## config.mk

```make
export PLATFORM = sky130hd
export DESIGN_NAME = vram_arbiter_flat
export DESIGN_NICKNAME = d
export VERILOG_FILES = /design/src/rtl/vram_arbiter_pkg.sv /design/src/rtl/vram_arbiter_if.sv /design/src/rtl/vram_arbiter_rr_arb2.sv /design/src/rtl/vram_arbiter.sv /design/src/flat_wrapper.sv
export SDC_FILE = /design/constraint.sdc
export NUM_CORES = 1
export LEC_CHECK = 0
export ABC_AREA = 0
export CELL_PAD_IN_SITES_DETAIL_PLACEMENT = 0
export CELL_PAD_IN_SITES_GLOBAL_PLACEMENT = 1
export CORE_MARGIN = 8
export CORE_UTILIZATION = 28
export CTS_CLUSTER_SIZE = 16
export DETAILED_ROUTE_END_ITERATION = 6
export HOLD_SLACK_MARGIN = 0.1
export PLACE_DENSITY = 0.74
export SYNTH_ARGS = -nofsm -noshare
export SYNTH_HDL_FRONTEND = slang
export SYNTH_SLANG_ARGS = --single-unit
```

## constraint.sdc

```tcl
create_clock -name i_clk -period 1.65 [get_ports i_clk]
set_clock_uncertainty 0.05 [all_clocks]
set_input_delay 0.495 -clock i_clk [delete_from_list [all_inputs] [get_ports i_clk]]
set_output_delay 0.495 -clock i_clk [all_outputs]
set_load 0.005 [all_outputs]
```

## src/rtl/vram_arbiter_pkg.sv

```systemverilog
// Shared VRAM geometry constants, port IDs and the read-return tag type.
package vram_arbiter_pkg;
    localparam int VRAM_ADDR_W = 11;
    localparam int VRAM_X_W    = 6;
    localparam int VRAM_Y_W    = 5;
    localparam int VRAM_DATA_W = 8;

    typedef enum logic {
        PORT_A = 1'b0,
        PORT_B = 1'b1
    } port_e;

    typedef struct packed {
        logic  vld;
        port_e port;
    } rd_tag_t;

    // VRAM addresses are laid out as {row, column}.
    function automatic logic [VRAM_ADDR_W-1:0] vram_addr(input logic [VRAM_Y_W-1:0] y,
                                                        input logic [VRAM_X_W-1:0] x);
        return {y, x};
    endfunction
endpackage

```

## src/rtl/vram_arbiter_if.sv

```systemverilog
// Requester ports A/B plus the VRAM controller side of the arbiter.
interface vram_arbiter_if #(
    parameter int ADDR_W = 11,
    parameter int DATA_W = 8
);
    logic              i_a_req, i_a_wre, i_a_lock;
    logic [ADDR_W-1:0] i_a_addr;
    logic [DATA_W-1:0] i_a_din;
    logic              o_a_gnt, o_a_rvalid;
    logic [DATA_W-1:0] o_a_rdata;
    logic              i_b_req, i_b_wre, i_b_lock;
    logic [ADDR_W-1:0] i_b_addr;
    logic [DATA_W-1:0] i_b_din;
    logic              o_b_gnt, o_b_rvalid;
    logic [DATA_W-1:0] o_b_rdata;
    logic [ADDR_W-1:0] o_vram_addr;
    logic [DATA_W-1:0] o_vram_din;
    logic [DATA_W-1:0] i_vram_dout;
    logic              o_vram_clk, o_vram_ce, o_vram_wre;

    modport slave (
        input  i_a_req, i_a_wre, i_a_lock, i_a_addr, i_a_din,
        input  i_b_req, i_b_wre, i_b_lock, i_b_addr, i_b_din, i_vram_dout,
        output o_a_gnt, o_a_rvalid, o_a_rdata, o_b_gnt, o_b_rvalid, o_b_rdata,
        output o_vram_addr, o_vram_din, o_vram_clk, o_vram_ce, o_vram_wre
    );

    modport master (
        output i_a_req, i_a_wre, i_a_lock, i_a_addr, i_a_din,
        output i_b_req, i_b_wre, i_b_lock, i_b_addr, i_b_din, i_vram_dout,
        input  o_a_gnt, o_a_rvalid, o_a_rdata, o_b_gnt, o_b_rvalid, o_b_rdata,
        input  o_vram_addr, o_vram_din, o_vram_clk, o_vram_ce, o_vram_wre
    );
endinterface

```

## src/rtl/vram_arbiter_rr_arb2.sv

```systemverilog
// Two-way round-robin arbiter; a locked owner keeps priority while it still requests.
module rr_arb2
    import vram_arbiter_pkg::*;
(
    input  logic       clk_i,
    input  logic       rst_i,
    input  logic [1:0] req_i,
    input  logic [1:0] lock_i,
    input  logic       accept_i,
    output logic [1:0] gnt_o
);
    port_e last_q, last_d, own_q, own_d, win;
    logic  lk_q, lk_d;

    always_comb begin
        gnt_o = 2'b00;
        if (lk_q && req_i[own_q])
            gnt_o[own_q] = 1'b1;
        else if (req_i == 2'b11)
            gnt_o[~last_q] = 1'b1;
        else
            gnt_o = req_i;
        win = gnt_o[1] ? PORT_B : PORT_A;
        // Any cycle without an acceptance means the owner let go of req.
        lk_d   = accept_i & lock_i[win];
        own_d  = accept_i ? win : own_q;
        last_d = accept_i ? win : last_q;
    end

    always_ff @(posedge clk_i or posedge rst_i) begin
        if (rst_i) begin
            last_q <= PORT_B;
            own_q  <= PORT_A;
            lk_q   <= 1'b0;
        end else begin
            last_q <= last_d;
            own_q  <= own_d;
            lk_q   <= lk_d;
        end
    end
endmodule

```

## src/rtl/vram_arbiter.sv

```systemverilog
// Shares one VRAM command port between requesters A and B; read data is tagged
// through an RD_LAT-deep pipe and returned only to the issuing port.
module vram_arbiter
    import vram_arbiter_pkg::*;
#(
    parameter int ADDR_W = VRAM_ADDR_W,
    parameter int DATA_W = VRAM_DATA_W,
    parameter int RD_LAT = 1
) (
    input logic           i_clk,
    input logic           i_rst,
    vram_arbiter_if.slave bus
);
    logic [1:0]        req, lock, gnt;
    logic              accept;
    port_e             sel;
    logic              ce_q, ce_d, wre_q, wre_d;
    logic [ADDR_W-1:0] addr_q, addr_d;
    logic [DATA_W-1:0] din_q, din_d;
    rd_tag_t           tag_pipe_q [RD_LAT:0];
    rd_tag_t           ret;
    logic              a_rvalid_q, b_rvalid_q;
    logic [DATA_W-1:0] a_rdata_q, b_rdata_q;

    assign req    = {bus.i_b_req, bus.i_a_req};
    assign lock   = {bus.i_b_lock, bus.i_a_lock};
    assign accept = |(req & gnt);
    assign sel    = gnt[1] ? PORT_B : PORT_A;

    rr_arb2 u_arb (
        .clk_i    (i_clk),
        .rst_i    (i_rst),
        .req_i    (req),
        .lock_i   (lock),
        .accept_i (accept),
        .gnt_o    (gnt)
    );

    always_comb begin
        ce_d   = accept;
        wre_d  = wre_q;
        addr_d = addr_q;
        din_d  = din_q;
        if (accept) begin
            wre_d  = (sel == PORT_B) ? bus.i_b_wre  : bus.i_a_wre;
            addr_d = (sel == PORT_B) ? bus.i_b_addr : bus.i_a_addr;
            din_d  = (sel == PORT_B) ? bus.i_b_din  : bus.i_a_din;
        end
    end

    // Stage 0 lines up with o_vram_ce; stage RD_LAT lines up with valid i_vram_dout.
    assign ret = tag_pipe_q[RD_LAT];

    always_ff @(posedge i_clk or posedge i_rst) begin
        if (i_rst) begin
            ce_q       <= 1'b0;
            wre_q      <= 1'b0;
            addr_q     <= '0;
            din_q      <= '0;
            for (int k = 0; k <= RD_LAT; k++) tag_pipe_q[k] <= '0;
            a_rvalid_q <= 1'b0;
            b_rvalid_q <= 1'b0;
            a_rdata_q  <= '0;
            b_rdata_q  <= '0;
        end else begin
            ce_q          <= ce_d;
            wre_q         <= wre_d;
            addr_q        <= addr_d;
            din_q         <= din_d;
            tag_pipe_q[0] <= rd_tag_t'{vld: accept & ~wre_d, port: sel};
            for (int k = 1; k <= RD_LAT; k++) tag_pipe_q[k] <= tag_pipe_q[k-1];
            a_rvalid_q    <= ret.vld && (ret.port == PORT_A);
            b_rvalid_q    <= ret.vld && (ret.port == PORT_B);
            if (ret.vld && (ret.port == PORT_A)) a_rdata_q <= bus.i_vram_dout;
            if (ret.vld && (ret.port == PORT_B)) b_rdata_q <= bus.i_vram_dout;
        end
    end

    assign bus.o_a_gnt     = gnt[0];
    assign bus.o_b_gnt     = gnt[1];
    assign bus.o_a_rvalid  = a_rvalid_q;
    assign bus.o_b_rvalid  = b_rvalid_q;
    assign bus.o_a_rdata   = a_rdata_q;
    assign bus.o_b_rdata   = b_rdata_q;
    assign bus.o_vram_clk  = i_clk;
    assign bus.o_vram_ce   = ce_q;
    assign bus.o_vram_wre  = wre_q;
    assign bus.o_vram_addr = addr_q;
    assign bus.o_vram_din  = din_q;
endmodule

```

## src/flat_wrapper.sv

```systemverilog
// flat-port wrapper written by rule: the top's interface ports become plain ports
module vram_arbiter_flat import vram_arbiter_pkg::*;
#(
    parameter int ADDR_W = VRAM_ADDR_W,
    parameter int DATA_W = VRAM_DATA_W,
    parameter int RD_LAT = 1
)
  (i_clk, i_rst, bus_i_a_req, bus_i_a_wre, bus_i_a_lock, bus_i_a_addr, bus_i_a_din, bus_i_b_req, bus_i_b_wre, bus_i_b_lock, bus_i_b_addr, bus_i_b_din, bus_i_vram_dout, bus_o_a_gnt, bus_o_a_rvalid, bus_o_a_rdata, bus_o_b_gnt, bus_o_b_rvalid, bus_o_b_rdata, bus_o_vram_addr, bus_o_vram_din, bus_o_vram_clk, bus_o_vram_ce, bus_o_vram_wre);
  vram_arbiter_if #(.ADDR_W(ADDR_W), .DATA_W(DATA_W)) bus_i ();
  input logic i_clk;
  input logic i_rst;
  input wire logic [$bits(bus_i.i_a_req)-1:0] bus_i_a_req;
  input wire logic [$bits(bus_i.i_a_wre)-1:0] bus_i_a_wre;
  input wire logic [$bits(bus_i.i_a_lock)-1:0] bus_i_a_lock;
  input wire logic [$bits(bus_i.i_a_addr)-1:0] bus_i_a_addr;
  input wire logic [$bits(bus_i.i_a_din)-1:0] bus_i_a_din;
  input wire logic [$bits(bus_i.i_b_req)-1:0] bus_i_b_req;
  input wire logic [$bits(bus_i.i_b_wre)-1:0] bus_i_b_wre;
  input wire logic [$bits(bus_i.i_b_lock)-1:0] bus_i_b_lock;
  input wire logic [$bits(bus_i.i_b_addr)-1:0] bus_i_b_addr;
  input wire logic [$bits(bus_i.i_b_din)-1:0] bus_i_b_din;
  input wire logic [$bits(bus_i.i_vram_dout)-1:0] bus_i_vram_dout;
  output wire logic [$bits(bus_i.o_a_gnt)-1:0] bus_o_a_gnt;
  output wire logic [$bits(bus_i.o_a_rvalid)-1:0] bus_o_a_rvalid;
  output wire logic [$bits(bus_i.o_a_rdata)-1:0] bus_o_a_rdata;
  output wire logic [$bits(bus_i.o_b_gnt)-1:0] bus_o_b_gnt;
  output wire logic [$bits(bus_i.o_b_rvalid)-1:0] bus_o_b_rvalid;
  output wire logic [$bits(bus_i.o_b_rdata)-1:0] bus_o_b_rdata;
  output wire logic [$bits(bus_i.o_vram_addr)-1:0] bus_o_vram_addr;
  output wire logic [$bits(bus_i.o_vram_din)-1:0] bus_o_vram_din;
  output wire logic [$bits(bus_i.o_vram_clk)-1:0] bus_o_vram_clk;
  output wire logic [$bits(bus_i.o_vram_ce)-1:0] bus_o_vram_ce;
  output wire logic [$bits(bus_i.o_vram_wre)-1:0] bus_o_vram_wre;
  assign bus_i.i_a_req = bus_i_a_req;
  assign bus_i.i_a_wre = bus_i_a_wre;
  assign bus_i.i_a_lock = bus_i_a_lock;
  assign bus_i.i_a_addr = bus_i_a_addr;
  assign bus_i.i_a_din = bus_i_a_din;
  assign bus_i.i_b_req = bus_i_b_req;
  assign bus_i.i_b_wre = bus_i_b_wre;
  assign bus_i.i_b_lock = bus_i_b_lock;
  assign bus_i.i_b_addr = bus_i_b_addr;
  assign bus_i.i_b_din = bus_i_b_din;
  assign bus_i.i_vram_dout = bus_i_vram_dout;
  assign bus_o_a_gnt = bus_i.o_a_gnt;
  assign bus_o_a_rvalid = bus_i.o_a_rvalid;
  assign bus_o_a_rdata = bus_i.o_a_rdata;
  assign bus_o_b_gnt = bus_i.o_b_gnt;
  assign bus_o_b_rvalid = bus_i.o_b_rvalid;
  assign bus_o_b_rdata = bus_i.o_b_rdata;
  assign bus_o_vram_addr = bus_i.o_vram_addr;
  assign bus_o_vram_din = bus_i.o_vram_din;
  assign bus_o_vram_clk = bus_i.o_vram_clk;
  assign bus_o_vram_ce = bus_i.o_vram_ce;
  assign bus_o_vram_wre = bus_i.o_vram_wre;
  vram_arbiter #(.ADDR_W(ADDR_W), .DATA_W(DATA_W), .RD_LAT(RD_LAT)) u_core (.i_clk(i_clk), .i_rst(i_rst), .bus(bus_i));
endmodule
```

Word level (Yosys, flattened, before mapping). Cells that the tools add are included.

Output and inout port bits: 42. Logic and storage cells: 48. Register bits after elaboration: 46.

Bitwise operators: 6. Eq/ne operators: 1. Muxes and demuxes: 15. Magnitude comparators: 5. Reduce and logical (&&, ||, !) cells: 6.

Operators by type and width (count): two-way mux 11 bit (1); two-way mux 1 bit (9); two-way mux 8 bit (1); less-than comparator 1 x 2 -> 1 bit (second input constant) (3); logical AND 1 bit (5); two-way mux 2 bit (2); inverter 1 bit (3); AND 1 bit (2); AND 2 bit (1); demux 1 bit (select 1 bit) (2); == test 2 bit (second input constant) (1); >= comparator 1 bit (second input constant) (2); OR reduction 2 bit (1).

Longest topological paths before layout.
Depth after elaboration: 12. Depth in mapped cells: 5. Depth with buffers taken out: 3.

Hierarchy. Synthesis repeated with hierarchy kept, for this count alone.

Cells, all modules: 130. Area total of the unflattened synthesis: 2134.5 um2.

By module, submodules not included: vram_arbiter (sequential area each 1076.0 um2, area an instance 1949.4 um2, instances 1, cells an instance 112); rr_arb2 (sequential area each 76.3 um2, area an instance 185.2 um2, instances 1, cells an instance 18).

==> results.sh <==
export IMPL_path_max_fanout=2
export IMPL_power_frac_clock=0.301
export IMPL_worst_pin_slew_ns=0.411
export IMPL_syn2layout_area_growth_pct=63.3
export IMPL_cts_hold_buf=0
export IMPL_dieHeight_um=102
export IMPL_synth_top_area_frac=0.549
export IMPL_first_pass_iters=3
export IMPL_tritoncts="yes"
export IMPL_setup_viol=2
export IMPL_report_final_hold_viol_count=0
export IMPL_post_route_min_period_ns=2.02
export IMPL_place_hpwl_um=4460
export IMPL_sw_frac_of_total=0.258
export IMPL_remaining_drc_errors=0
export IMPL_combPwrFrac=0.274
export IMPL_report_power_total_uw=3400
export IMPL_slew_violations=0
export IMPL_leakage_uw=0.00148
export IMPL_boundaryPins=96
export IMPL_grt_first_pass_wirelength_um=9340
export IMPL_layout_core_utilization=0.467
export IMPL_drt_wirelength_per_cell_um=16.4
export IMPL_detail_route_antenna_nets=0
export IMPL_synth_adder_area_share=0
export IMPL_path_cells="buf_6, nor2_2, o31a_1, buf_2"
export IMPL_grt_overflow_total=0
export IMPL_wirelength_um=6000
export IMPL_sequential_power_share=0.424
export IMPL_clk_pin_slew_worst_paths_ns=0.09
export IMPL_routabilityCongestion=0.733
export IMPL_ir_drop_uv=354
export IMPL_power_report_internal_total_uw=2520
export IMPL_yosys_area_share_simple=0.0592
export IMPL_nNetsFinal=320
export IMPL_grt_antenna_before_repair=0
export IMPL_clock_fmax_mhz=496
export IMPL_post_synth_cell_area_avg_sq_um=13.5
export IMPL_count_of_mapped_cells_out_of_synthesis=152
export IMPL_yosys_warnings=0
export IMPL_number_of_enable_flip_flop_cells_after_synthesis=0
export IMPL_ys_flop_type="dfrtp_1"
export IMPL_placedCellCount=349
export IMPL_outcome="finished, violations left"
export IMPL_grt_total_usage=0.119
export IMPL_insertedDiodeCount=0
export IMPL_vias_in_the_first_global_route=1792
export IMPL_worst_slack_ns=-0.366
export IMPL_critPathRequiredTime_ns=1.10
export IMPL_ys_types=24
export IMPL_maximum_number_of_pins_on_one_net_before_global_route_repair=30
export IMPL_route_vias_total=1637
export IMPL_arrival_ns=1.47
export IMPL_mappedNetlistNets=206
export IMPL_clk_insertion_delay_late_ns=0.40
export IMPL_synth_area_leaders="dfrtp_1 55%, o221a_1 11%, mux2i_1 9.8%"
export IMPL_floorplan_initialDensity=0.286
export IMPL_whs_ns=0.283
export IMPL_drtIter0Drc=60
export IMPL_die_area_sq_mm=0.0103
export IMPL_synth_async_sr_flop_share=1.00
export IMPL_criticalPathCategory="reg2out"
export IMPL_yosys_top_cell_by_area="dfrtp_1"
export IMPL_slowest_cell_on_the_critical_path="dfstp_2"
export IMPL_port_buffer_count=95
export IMPL_core_area_sq_mm=0.00718
export IMPL_routed_via_density=4.47
export IMPL_start_kind="register"
export IMPL_die_width_um=102
export IMPL_rows=31
export IMPL_synth_xor_xnor_area_share=0
export IMPL_hold_path_class="in2async"
export IMPL_drive_above_1_share=0.161
export IMPL_timing_critical_path_slowest_cell_delay_ns=0.56
export IMPL_post_synth_mux_area_share=0.185
export IMPL_unrepaired_setup_endpoints_after_global_routing="true"
export IMPL_cellPowerDensity_mw_per_mm2=1020
export IMPL_timing_critical_path_to_type="output pin"
export IMPL_dominant_combinational_cell_family_by_area_after_synthesis="multiplexers"
export IMPL_finish_cell_count_without_fillers=366
export IMPL_layout_filler_cells=691
export IMPL_synth_seq_area_share=0.562
export IMPL_postSynthRegisterBits=46
export IMPL_failed_checks="setup timing"
export IMPL_max_cap_violations=0
export IMPL_synth_compound_gate_area_share=0.143
export IMPL_finalCritPeriodShare=1.22
export IMPL_slew_limit_headroom=0.726
export IMPL_place_worst_setup_slack_ns=-0.756
export IMPL_post_synth_instance_area_sq_mm=0.00205
export IMPL_net_switching_power_uw=877
==> power by group through the flow <==
stage | sequential (uW) | clock [uW] | combinational (uW)
after detailed placement | 1470 | 51.0 | 1030
after CTS | 1440 | 1080 | 930
final | 1440 | 1020 | 933
after floorplan | 1480 | 39.3 | 344
after global placement | 1470 | 51.0 | 1020
after global routing | 1470 | 1120 | 1010
==> cells by family (layout without fill, tap and decap cells) <==
kind of cell,count (synthesis),in the layout
flops,46,46
buf+inv,16,131
compound gates,27,27
simple gates,27,27
mux,36,36
==> layout make-up <==
cell class	instances	area (sq um)	share of cell area
Tap cell	99	124	0.0370
Clock inverter	3	45.0	0.0134
Timing Repair Buffer	115	1100	0.329
Multi-Input combinational cell	90	798	0.238
Inverter	5	18.8	0.00560
Clock buffer	8	108	0.0321
Sequential cell	46	1150	0.344
==> per-layer routing <==
metal | GRT usage | routed length [um]
met2 | 0.186 | 2840
met4 | 0.0458 | 36
met5 | 0 | 0
met3 | 0.0419 | 364
met1 | 0.147 | 2760
==> sequential cells by signal (all words and copies together) (netlist names) <==
register and flops:
u_core.bus.o_b_rdata 8, u_core.bus.o_vram_ce 1, u_core.u_arb.lk_q 1, u_core.bus.o_vram_wre 1
u_core.ret 2, u_core.u_arb.own_q 1, u_core.tag_pipe_q 2, u_core.bus.o_vram_din 8
u_core.bus.o_vram_addr 11, u_core.bus.o_b_rvalid 1, u_core.bus.o_a_rvalid 1, u_core.u_arb.last_q 1
u_core.bus.o_a_rdata 8
==> synth_stat cells (2+ instances only) <==
| cell type | instances |
|---|---|
| inv_2 | 2 |
| nand2_1 | 21 |
| mux2i_1 | 20 |
| buf_4 | 5 |
| mux2_1 | 16 |
| o221a_1 | 20 |
| inv_1 | 3 |
| o21a_1 | 2 |
| dfrtp_1 | 45 |
| buf_6 | 3 |
| clkbuf_1 | 2 |
==> worst paths after layout <==
| path | from | to | slack [ns] | cells after the start |
|---|---|---|---|---|
| worst max register to register | u_core.u_arb.last_q$_DFFE_PP1P_ | u_core.bus.o_vram_din[1]$_DFFE_PP0P_ | 0.08 | 5 |
| min in group i_clk | u_core.tag_pipe_q[1]$_DFF_PP0_ | u_core.ret[1]$_DFF_PP0_ | 0.31 | 0 |
| worst min-delay path | i_rst | u_core.bus.o_vram_din[3]$_DFFE_PP0P_ | 0.28 | 2 |
| worst max-delay path | u_core.u_arb.last_q$_DFFE_PP1P_ | bus_o_b_gnt | -0.37 | 4 |
| worst min register to register | u_core.tag_pipe_q[1]$_DFF_PP0_ | u_core.ret[1]$_DFF_PP0_ | 0.31 | 0 |
| max in group asynchronous | i_rst | u_core.bus.o_b_rdata[2]$_DFFE_PP0P_ | 0.84 | 3 |
==> metrics by stage <==
step,TNS (ns),cell area [sq um]
6_report,-0.714,3350
5_1_grt,-0.846,3350
4_1_cts,-0.773,3320
3_5_place_dp,-8.42,3180
3_3_place_gp,-8.00,3180
2_1_floorplan,0,2050
==> critical path, delay by kind of cell (launching register included) <==
kind,cells,cell delay (ns)
and+or+nand+nor,1,0.03
AOI/OAI and AO/OA,1,0.25
buffers and inverters,2,0.23
DFF,1,0.56
==> what timing repair did <==
item                                    4_1_cts  5_1_grt
gates cloned                                  0        0
endpoints found under the setup margin       42       16
buffers inserted                              5        2
resized for setup                            58       14
pin swaps                                     2        1
==> placed cells by master (no fill, tap or decap), types with 2 or more instances in the layout <==
| cell type | n |
|---|---|
| mux2i_1 | 20 |
| clkdlybuf4s50_1 | 51 |
| buf_4 | 16 |
| clkinvlp_4 | 2 |
| buf_6 | 4 |
| buf_12 | 3 |
| buf_2 | 2 |
| clkbuf_8 | 7 |
| inv_1 | 2 |
| mux2_1 | 16 |
| inv_2 | 3 |
| clkdlybuf4s15_1 | 15 |
| dfrtp_1 | 45 |
| o221a_1 | 20 |
| nand2_1 | 21 |
| o21a_1 | 2 |
| dlygate4sd2_1 | 25 |
Power figures use the tool's default switching activity.
